$ cat src/rtl/multicycle_control_unit.sv
// multicycle_control_unit
//   Main control FSM for a shared-memory multicycle RV32I datapath. One state
//   per cycle drives the datapath selects and write enables; memory accesses
//   stall on MemReady, and retired instructions are counted in InstRet.
//
// Ports
//   clk           system clock, rising edge
//   reset         asynchronous active-low reset (0 = in reset)
//   op            instruction opcode, Instr[6:0]
//   funct3        Instr[14:12]
//   funct7b5      Instr[30]
//   Zero          ALU zero flag (beq)
//   MemReady      memory completed the current access this cycle
//   PCWrite       PC register enable
//   AdrSrc        memory address select: 0 = PC, 1 = Result
//   MemWrite      memory write strobe
//   IRWrite       instruction / OldPC register enable
//   ResultSrc     00 ALUOut, 01 Data, 10 ALUResult
//   ALUSrcA       00 PC, 01 OldPC, 10 rs1, 11 zero
//   ALUSrcB       00 rs2, 01 ImmExt, 10 constant 4
//   ImmSrc        000 I, 001 S, 010 B, 011 J, 100 U
//   RegWrite      register file write enable
//   ALUControl    000 add, 001 sub, 010 and, 011 or, 101 slt
//   IllegalInstr  one-cycle pulse on an unsupported opcode
//   State         current state, for debug
//   InstRet       retired-instruction count (wraps)
module multicycle_control_unit #(
  parameter int CNT_WIDTH = 32
) (
  input  logic                 clk,
  input  logic                 reset,
  input  logic [6:0]           op,
  input  logic [2:0]           funct3,
  input  logic                 funct7b5,
  input  logic                 Zero,
  input  logic                 MemReady,
  output logic                 PCWrite,
  output logic                 AdrSrc,
  output logic                 MemWrite,
  output logic                 IRWrite,
  output logic [1:0]           ResultSrc,
  output logic [1:0]           ALUSrcA,
  output logic [1:0]           ALUSrcB,
  output logic [2:0]           ImmSrc,
  output logic                 RegWrite,
  output logic [2:0]           ALUControl,
  output logic                 IllegalInstr,
  output logic [3:0]           State,
  output logic [CNT_WIDTH-1:0] InstRet
);

  typedef enum logic [3:0] {
    S_FETCH    = 4'd0,
    S_DECODE   = 4'd1,
    S_MEMADR   = 4'd2,
    S_MEMREAD  = 4'd3,
    S_MEMWB    = 4'd4,
    S_MEMWRITE = 4'd5,
    S_EXECUTER = 4'd6,
    S_ALUWB    = 4'd7,
    S_EXECUTEI = 4'd8,
    S_JAL      = 4'd9,
    S_BEQ      = 4'd10,
    S_LUI      = 4'd11
  } state_t;

  localparam logic [6:0] OP_LW   = 7'b0000011;
  localparam logic [6:0] OP_SW   = 7'b0100011;
  localparam logic [6:0] OP_R    = 7'b0110011;
  localparam logic [6:0] OP_I    = 7'b0010011;
  localparam logic [6:0] OP_JAL  = 7'b1101111;
  localparam logic [6:0] OP_BEQ  = 7'b1100011;
  localparam logic [6:0] OP_LUI  = 7'b0110111;

  state_t                 state_q, state_d;
  logic [CNT_WIDTH-1:0]   instret_q, instret_d;

  logic       pc_write, adr_src, mem_write, ir_write, reg_write, illegal;
  logic       retire;
  logic [1:0] result_src, alu_src_a, alu_src_b;
  logic [2:0] alu_control, alu_dec, imm_src;

  always_ff @(posedge clk or negedge reset) begin
    if (!reset) begin
      state_q   <= S_FETCH;
      instret_q <= '0;
    end else begin
      state_q   <= state_d;
      instret_q <= instret_d;
    end
  end

  // ALU function for R/I-type execute states; sub only exists for R-type,
  // since funct7b5 is an immediate bit for addi.
  always_comb begin
    alu_dec = 3'b000;
    case (funct3)
      3'b000:  alu_dec = (state_q == S_EXECUTER && funct7b5) ? 3'b001 : 3'b000;
      3'b010:  alu_dec = 3'b101;
      3'b110:  alu_dec = 3'b011;
      3'b111:  alu_dec = 3'b010;
      default: alu_dec = 3'b000;
    endcase
  end

  // Immediate format follows the opcode in every state.
  always_comb begin
    imm_src = 3'b000;
    case (op)
      OP_SW:   imm_src = 3'b001;
      OP_BEQ:  imm_src = 3'b010;
      OP_JAL:  imm_src = 3'b011;
      OP_LUI:  imm_src = 3'b100;
      default: imm_src = 3'b000;
    endcase
  end

  always_comb begin
    state_d     = S_FETCH;
    pc_write    = 1'b0;
    adr_src     = 1'b0;
    mem_write   = 1'b0;
    ir_write    = 1'b0;
    reg_write   = 1'b0;
    illegal     = 1'b0;
    retire      = 1'b0;
    result_src  = 2'b00;
    alu_src_a   = 2'b00;
    alu_src_b   = 2'b00;
    alu_control = 3'b000;

    case (state_q)
      S_FETCH: begin
        alu_src_b  = 2'b10;
        result_src = 2'b10;
        ir_write   = MemReady;
        pc_write   = MemReady;
        state_d    = MemReady ? S_DECODE : S_FETCH;
      end
      S_DECODE: begin
        // Branch target is computed here and captured into ALUOut.
        alu_src_a = 2'b01;
        alu_src_b = 2'b01;
        case (op)
          OP_LW, OP_SW: state_d = S_MEMADR;
          OP_R:         state_d = S_EXECUTER;
          OP_I:         state_d = S_EXECUTEI;
          OP_JAL:       state_d = S_JAL;
          OP_BEQ:       state_d = S_BEQ;
          OP_LUI:       state_d = S_LUI;
          default: begin
            illegal = 1'b1;
            state_d = S_FETCH;
          end
        endcase
      end
      S_MEMADR: begin
        alu_src_a = 2'b10;
        alu_src_b = 2'b01;
        if (op == OP_LW)      state_d = S_MEMREAD;
        else if (op == OP_SW) state_d = S_MEMWRITE;
        else                  state_d = S_FETCH;
      end
      S_MEMREAD: begin
        adr_src = 1'b1;
        state_d = MemReady ? S_MEMWB : S_MEMREAD;
      end
      S_MEMWB: begin
        result_src = 2'b01;
        reg_write  = 1'b1;
        retire     = 1'b1;
        state_d    = S_FETCH;
      end
      S_MEMWRITE: begin
        adr_src   = 1'b1;
        mem_write = 1'b1;
        retire    = MemReady;
        state_d   = MemReady ? S_FETCH : S_MEMWRITE;
      end
      S_EXECUTER: begin
        alu_src_a   = 2'b10;
        alu_control = alu_dec;
        state_d     = S_ALUWB;
      end
      S_EXECUTEI: begin
        alu_src_a   = 2'b10;
        alu_src_b   = 2'b01;
        alu_control = alu_dec;
        state_d     = S_ALUWB;
      end
      S_ALUWB: begin
        reg_write = 1'b1;
        retire    = 1'b1;
        state_d   = S_FETCH;
      end
      S_JAL: begin
        alu_src_a = 2'b01;
        alu_src_b = 2'b10;
        pc_write  = 1'b1;
        state_d   = S_ALUWB;
      end
      S_BEQ: begin
        alu_src_a   = 2'b10;
        alu_control = 3'b001;
        pc_write    = Zero;
        retire      = 1'b1;
        state_d     = S_FETCH;
      end
      S_LUI: begin
        alu_src_a = 2'b11;
        alu_src_b = 2'b01;
        state_d   = S_ALUWB;
      end
      default: state_d = S_FETCH;
    endcase

    instret_d = instret_q + {{(CNT_WIDTH-1){1'b0}}, retire};
  end

  // Write enables are masked by reset so nothing is written while held in
  // reset, even though FETCH would otherwise follow MemReady.
  assign PCWrite      = pc_write  & reset;
  assign IRWrite      = ir_write  & reset;
  assign RegWrite     = reg_write & reset;
  assign MemWrite     = mem_write & reset;
  assign IllegalInstr = illegal   & reset;
  assign AdrSrc       = adr_src;
  assign ResultSrc    = result_src;
  assign ALUSrcA      = alu_src_a;
  assign ALUSrcB      = alu_src_b;
  assign ImmSrc       = imm_src;
  assign ALUControl   = alu_control;
  assign State        = state_q;
  assign InstRet      = instret_q;

endmodule
$ cat config.mk
export PLATFORM = sky130hd
export DESIGN_NAME = multicycle_control_unit
export DESIGN_NICKNAME = d
export VERILOG_FILES = /design/src/rtl/multicycle_control_unit.sv
export SDC_FILE = /design/constraint.sdc
export NUM_CORES = 1
export LEC_CHECK = 0
export BUFFER_PORTS_ARGS = -buffer_cell sky130_fd_sc_hd__buf_2
export CORE_MARGIN = 2
export CORE_UTILIZATION = 35
export DETAILED_ROUTE_END_ITERATION = 7
export PLACE_DENSITY_LB_ADDON = 0.1
export SLEW_MARGIN = 20
export SYNTH_ARGS = -nofsm -noshare
export SYNTH_HDL_FRONTEND = slang
export SYNTH_SLANG_ARGS = --single-unit
$ cat constraint.sdc
create_clock -name clk -period 5.9 [get_ports clk]
set_clock_uncertainty 0.05 [all_clocks]
set_input_delay 1.18 -clock clk [delete_from_list [all_inputs] [get_ports clk]]
set_output_delay 1.18 -clock clk [all_outputs]
set_load 0.01 [all_outputs]
### Word level (Yosys, flattened, before mapping)

Index checks and enable logic that the tools add are counted.

* eq/ne operators: 21
* $add $sub $neg: 1
* mux-type cells: 22
* reduce and logical (&&, ||, !) cells: 14
* bitwise logic cells: 5

Operators by type and width (number)
* $pmux W4 S6: 2
* $add A32 B1 Y32: 1
* $pmux W3 S4: 2
* $eq A7 B6 Y1 const B: 3
* $eq A4 B3 Y1 const B: 4
* $eq A4 B4 Y1 const B: 4
* $eq A7 B7 Y1 const B: 2
* $mux W3: 4
* $reduce_or A2 Y1: 6
* $reduce_or A4 Y1: 3
* $eq A4 B2 Y1 const B: 2
* $mux W1: 8
* $pmux W2 S2: 2
* $eq A7 B2 Y1 const B: 1
* $eq A7 B5 Y1 const B: 1
* $reduce_or A7 Y1: 1
* $eq A3 B3 Y1 const B: 2
* $pmux W2 S3: 1
* $pmux W3 S2: 1
* $and A1 B1 Y1: 5
* $eq A4 B1 Y1 const B: 1
* $logic_not A4 Y1: 1
* $eq A3 B2 Y1 const B: 1
* $logic_not A3 Y1: 1
* other kinds (4): 4

* word-level logic and storage cells: 65
* bits in registers: 36

### Logic depth before layout (Yosys ltp)

* word-level depth: 5
* mapped depth: 11

### Worst setup path after synthesis

OpenSTA, ideal clock, no wires.

* kind: input to output
* start: input port op[3]
* end: output port IllegalInstr
* buffers on the path: 1
* data required time: 4.670 ns
* arrival time: 2.341 ns
* slack: 2.329 ns
* stages: 4
* cells stage by stage: buf_2 -> or3b_1 -> or4_1 -> and3_1

* longest elaborated chain between the ends: 5

Ends and longest elaborated chain
* start, declared: RTL line 32 `input logic [6:0] op,`
* $eq A7 B2 Y1, or another cell as far along: RTL line 144 `case (op)`
* $reduce_or A7 Y1 (no source line) (*)
* $mux W1 (*): RTL line 144
* $mux W1 (*): RTL line 132 `case (state_q)`
* $and A1 B1 Y1 (*): RTL line 226 `assign IllegalInstr = illegal & reset;`
* end, declared: RTL line 47 `output logic IllegalInstr,`

Mark *: on every way between the ends. The rest lies on a longest branch, timed or not.

### Final worst setup path

* start: input port op[4]
* end: output port IllegalInstr

Same word-level chain as after synthesis.

==> impl.org <==
** Worst setup path
- Slowest cell on crit path :: sky130_fd_sc_hd__or4_1
- In this design, the stage delay of the slowest critical-path cell is about 0.43 ns.
- The critical path contains buffers and inverters numbering 2 combined.
- Counting stages on the worst path, the most repeated cell is sky130_fd_sc_hd__buf_2.
- In this run the critical register-to-register path is launched from State[3]$_DFF_PN0_.
- Required time of the worst setup path :: roughly 4.7 ns
- STA puts the critical path data arrival time at 2.55 ns.
- Setup CP Type :: input pin to primary output
- Reg-to-reg setup timing slack :: just under 3 ns
- Along the worst path, the maximum fanout reaches 13.
- The critical path starts at op[4].
- Count of cells along the worst register-to-register path :: 10
- STA classifies the critical path endpoint as a primary output.
- R2r endpoint :: InstRet[28]$_DFF_PN0_
- Cell-by-cell listing of the critical path :: buf_2 -> or3b_1 -> or4_1 -> and3_1 -> buf_2
- Crit start category :: input pin
- Grouping stages by cell kind, the critical path spends the most delay in simple AND/OR/NAND/NOR gates.

** Placement
- During placement, the flow inserted port buffers numbering a little under 70.
- Detailed Place HPWL :: 3380 um
- At the end of routability-driven placement, the weighted congestion stood at 0.777.

** Die
- I/O pin count :: 69
- Number of cell rows :: 28
- Die area :: 0.00673 mm2
- The die is 82.1 um wide.
- Area of the placeable core :: between 0.005 and 0.006 mm2
- The die is ~82 um tall.
- Starting Density :: 36.0%

** Worst hold path
- The min-delay analysis places its worst path in the category flop to flop.
- Counting instances, the worst hold path has a depth of 1.
- The startpoint identified for the worst hold timing path is InstRet[31]$_DFF_PN0_.
- Sink of the worst hold path :: InstRet[31]$_DFF_PN0_

** Synth
- The synthesized design contains 36 register bits.
- Syn_area_per_cell :: approximately 9.6 um2
- Proportion of synthesized area in mux cells :: less than 1%
- By area, the combinational part of the netlist is dominated by simple AND/OR/NAND/NOR gates.
- Compound-Gate Fraction of Synth Area :: ~7.4%
- Fraction of the mapped netlist area in simple logic gates :: 32.0%
- During synthesis, Yosys emitted a total of 0 warnings.
- The number of nets in the synthesized netlist is between 200 and 250.
- After Yosys synthesis, full adders, half adders and majority gates account for between 1 and 1.5% of the synthesized area.
- Fraction of registers with async set or reset after synthesis :: 100%
- Yosys mapped the design onto 48 distinct sky130hd cell types.
- Most used flip-flop cell after synthesis :: sky130_fd_sc_hd__dfrtp_1
- Yosys mapped a number of flops with a built-in enable equal to 0.
- The synthesized netlist devotes a little over an eighth of its cell area to XOR and XNOR gates.
- Sequential area share after synthesis :: 42.3%
- Counting every instance in the synthesized netlist gives roughly 220.
- Synthesized cell area :: approximately 0.0021 mm2

** Clocking
- TritonCTS clock tree :: built
- Clock latency on the worst-skew pair, taken at its later pin, is about 0.28 ns.
- CTS H-tree lvls :: 2
- Post-CTS timing repair inserted 0 buffers for setup.
- Clock-pin slew was measured on the worst setup and hold paths at around 0.07 ns.
- Deepest clock path buffer count :: 2
- The number of hold buffers added after CTS was 0.
- Clock tree synthesis found a total of 36 sinks.
- Total CTS buffers :: 5
- Count of cells resized by post-cts repair :: 0
- The tree is rooted in a sky130_fd_sc_hd__clkbuf_8.

** Drt
- In the final routed layout, each cell accounts on average for ~13 um.
- First-iteration detailed-routing DRC count :: 50
- Once detail routing completed, the nets flagged for antenna violations numbered 0.
- Detailed routing inserted a total of about 1.9k vias.
- The pre-antenna-repair detailed-routing pass consisted of 4 iterations.
- Total wirelength of the detailed-routed design :: roughly 4700 um
- Final routed DRC violation total :: 0
- Mean number of vias per cell :: roughly 5.1

** Power
- Power Dens Cells :: between 200 and 250 mW/mm2
- Leakage power total :: between 1 and 1.5 nW
- After layout, the design draws a total of around 0.00058 W.
- VDD sags by at most 104 uV.

** Global route
- The initial antenna violation count came to 0.
- Pin count of the biggest net entering global routing :: 36
- Global routing consumed, over all layers together, 14.7% of the routing resources.
- The number of global-route vias before repair is between 1.5k and 2k.
- First-pass GRT wire length :: ~7800 um
- After global routing the overflow that remains totals 0.

** Cells and area
- Fillers :: between 600 and 700
- Cells with a size suffix above 1 make up 29.8% of the layout.
- Most frequent cells in the layout :: sky130_fd_sc_hd__buf_2 (68), sky130_fd_sc_hd__dfrtp_1 (36), sky130_fd_sc_hd__xnor2_1 (24)
- Leaving out fill and tap cells, the most frequent cell in the layout is sky130_fd_sc_hd__buf_2.
- 0 antenna diodes ended up in the layout.
- Nets :: 305
- The area growth from synthesis to layout is 23.9%.

** Timing
- Max-slew violation count :: 0
- Measured against its own limit, the worst slew margin works out to 54.4%.
- Slew @ Worst Pin :: between 0.6 and 0.7 ns
- The count of final hold-check violations is 0.
- The final critical path takes up around 64% of the cycle.
- Total Negative Setup Slacks :: 0 ns
- RSZ-0062 raised after global routing :: no
- Setup violations remaining at the end of the flow were counted as 0.
- Highest clock frequency the design can meet :: 265 MHz
- Clock period minus worst slack :: 3.78 ns

** Outcome
- The run finished with clean final reports.

** Flow run
- Max-cap violations in this run came to 0.
## final cells by class
class / instances / area, um2 / area share [%]
Clock buffer: 5 / 68.8 / 2.61
Timing Repair Buffer: 69 / 348 / 13.2
Inverter: 3 / 11.3 / 0.426
Clock inverter: 3 / 42.5 / 1.61
Multi-Input combinational cell: 173 / 1180 / 44.5
Sequential cell: 36 / 901 / 34.1
Tap cell: 75 / 93.8 / 3.55
## where the power goes
| part | switching, W | internal (W) | total, W | leakage, nW |
|---|---|---|---|---|
| registers | 0.0000242 | 0.000260 | 0.000284 | 0.495 |
| clock network | 0.0000874 | 0.000125 | 0.000212 | 0.0541 |
| logic | 0.0000489 | 0.0000384 | 0.0000873 | 0.793 |
## synth_stat cells (all sizes together), types with 2 or more instances
| cell type | count | area share, % |
|---|---|---|
| nor2 | 9 | 1.6 |
| or4 | 2 | 0.70 |
| and3 | 7 | 2.1 |
| and4 | 4 | 1.6 |
| nand4 | 12 | 4.5 |
| buf | 3 | 0.65 |
| nand3 | 19 | 4.5 |
| clkbuf | 8 | 1.4 |
| dfrtp | 36 | 42 |
| xor2 | 9 | 3.7 |
| and2 | 5 | 1.5 |
| nor3 | 7 | 1.6 |
| nand3b | 3 | 1.1 |
| o22ai | 2 | 0.59 |
| a21oi | 8 | 1.9 |
| o2111ai | 2 | 0.82 |
| inv | 3 | 0.53 |
| or3b | 2 | 0.82 |
| ha | 2 | 1.2 |
| xnor2 | 24 | 9.9 |
| or2 | 3 | 0.88 |
| nor2b | 7 | 2.1 |
| nand2b | 5 | 1.5 |
| o21ai | 3 | 0.70 |
| nand2 | 18 | 3.2 |
| nor4 | 4 | 2.6 |
## per-stage QoR
| stage | std cells | setup slack (ns) | utilization, % | hold slack [ns] | area, um2 |
|---|---|---|---|---|---|
| after global placement | 356 | 2.16 | 42.7 | 0.409 | 2530 |
| after detailed placement | 356 | 2.15 | 42.7 | 0.416 | 2530 |
| after floorplan | 223 | 2.33 | - | 0.458 | 2130 |
| after CTS | 364 | 2.13 | 44.6 | 0.428 | 2640 |
| after global routing | 364 | 2.06 | 44.6 | 0.449 | 2640 |
| final | 364 | 2.12 | 44.6 | 0.424 | 2640 |
## cell families (layout without fill, tap and decap cells)
group | count (synthesis) | after routing
compound gates | 24 | 24
xor+xnor | 33 | 33
fa+ha+maj | 2 | 2
buf+inv | 14 | 80
flops | 36 | 36
mux | 2 | 2
simple gates | 112 | 112
## metal layers
layer / global-route usage, % / up-vias / share of wire, %
met5: 0 / - / 0
met4: 4.50 / 0 / 1.2
met3: 3.52 / 4 / 4.7
met2: 22.6 / 50 / 46
met1: 20.4 / 870 / 48
li1: - / 928 / -
## flip-flops by register name, summed over array words and instances, names as in the netlist
signal and count:
InstRet 32, State 4
## how the worst max path moves through the flow
stage                               to  slack [ns]  cells past startpoint
after floorplan           IllegalInstr        2.33                      4
final                     IllegalInstr        2.12                      5
after CTS                 IllegalInstr        2.13                      5
after global placement    IllegalInstr        2.16                      5
after detailed placement  IllegalInstr        2.15                      5
after global routing      IllegalInstr        2.06                      5
Note: power is estimated with default switching activity, not from simulation.
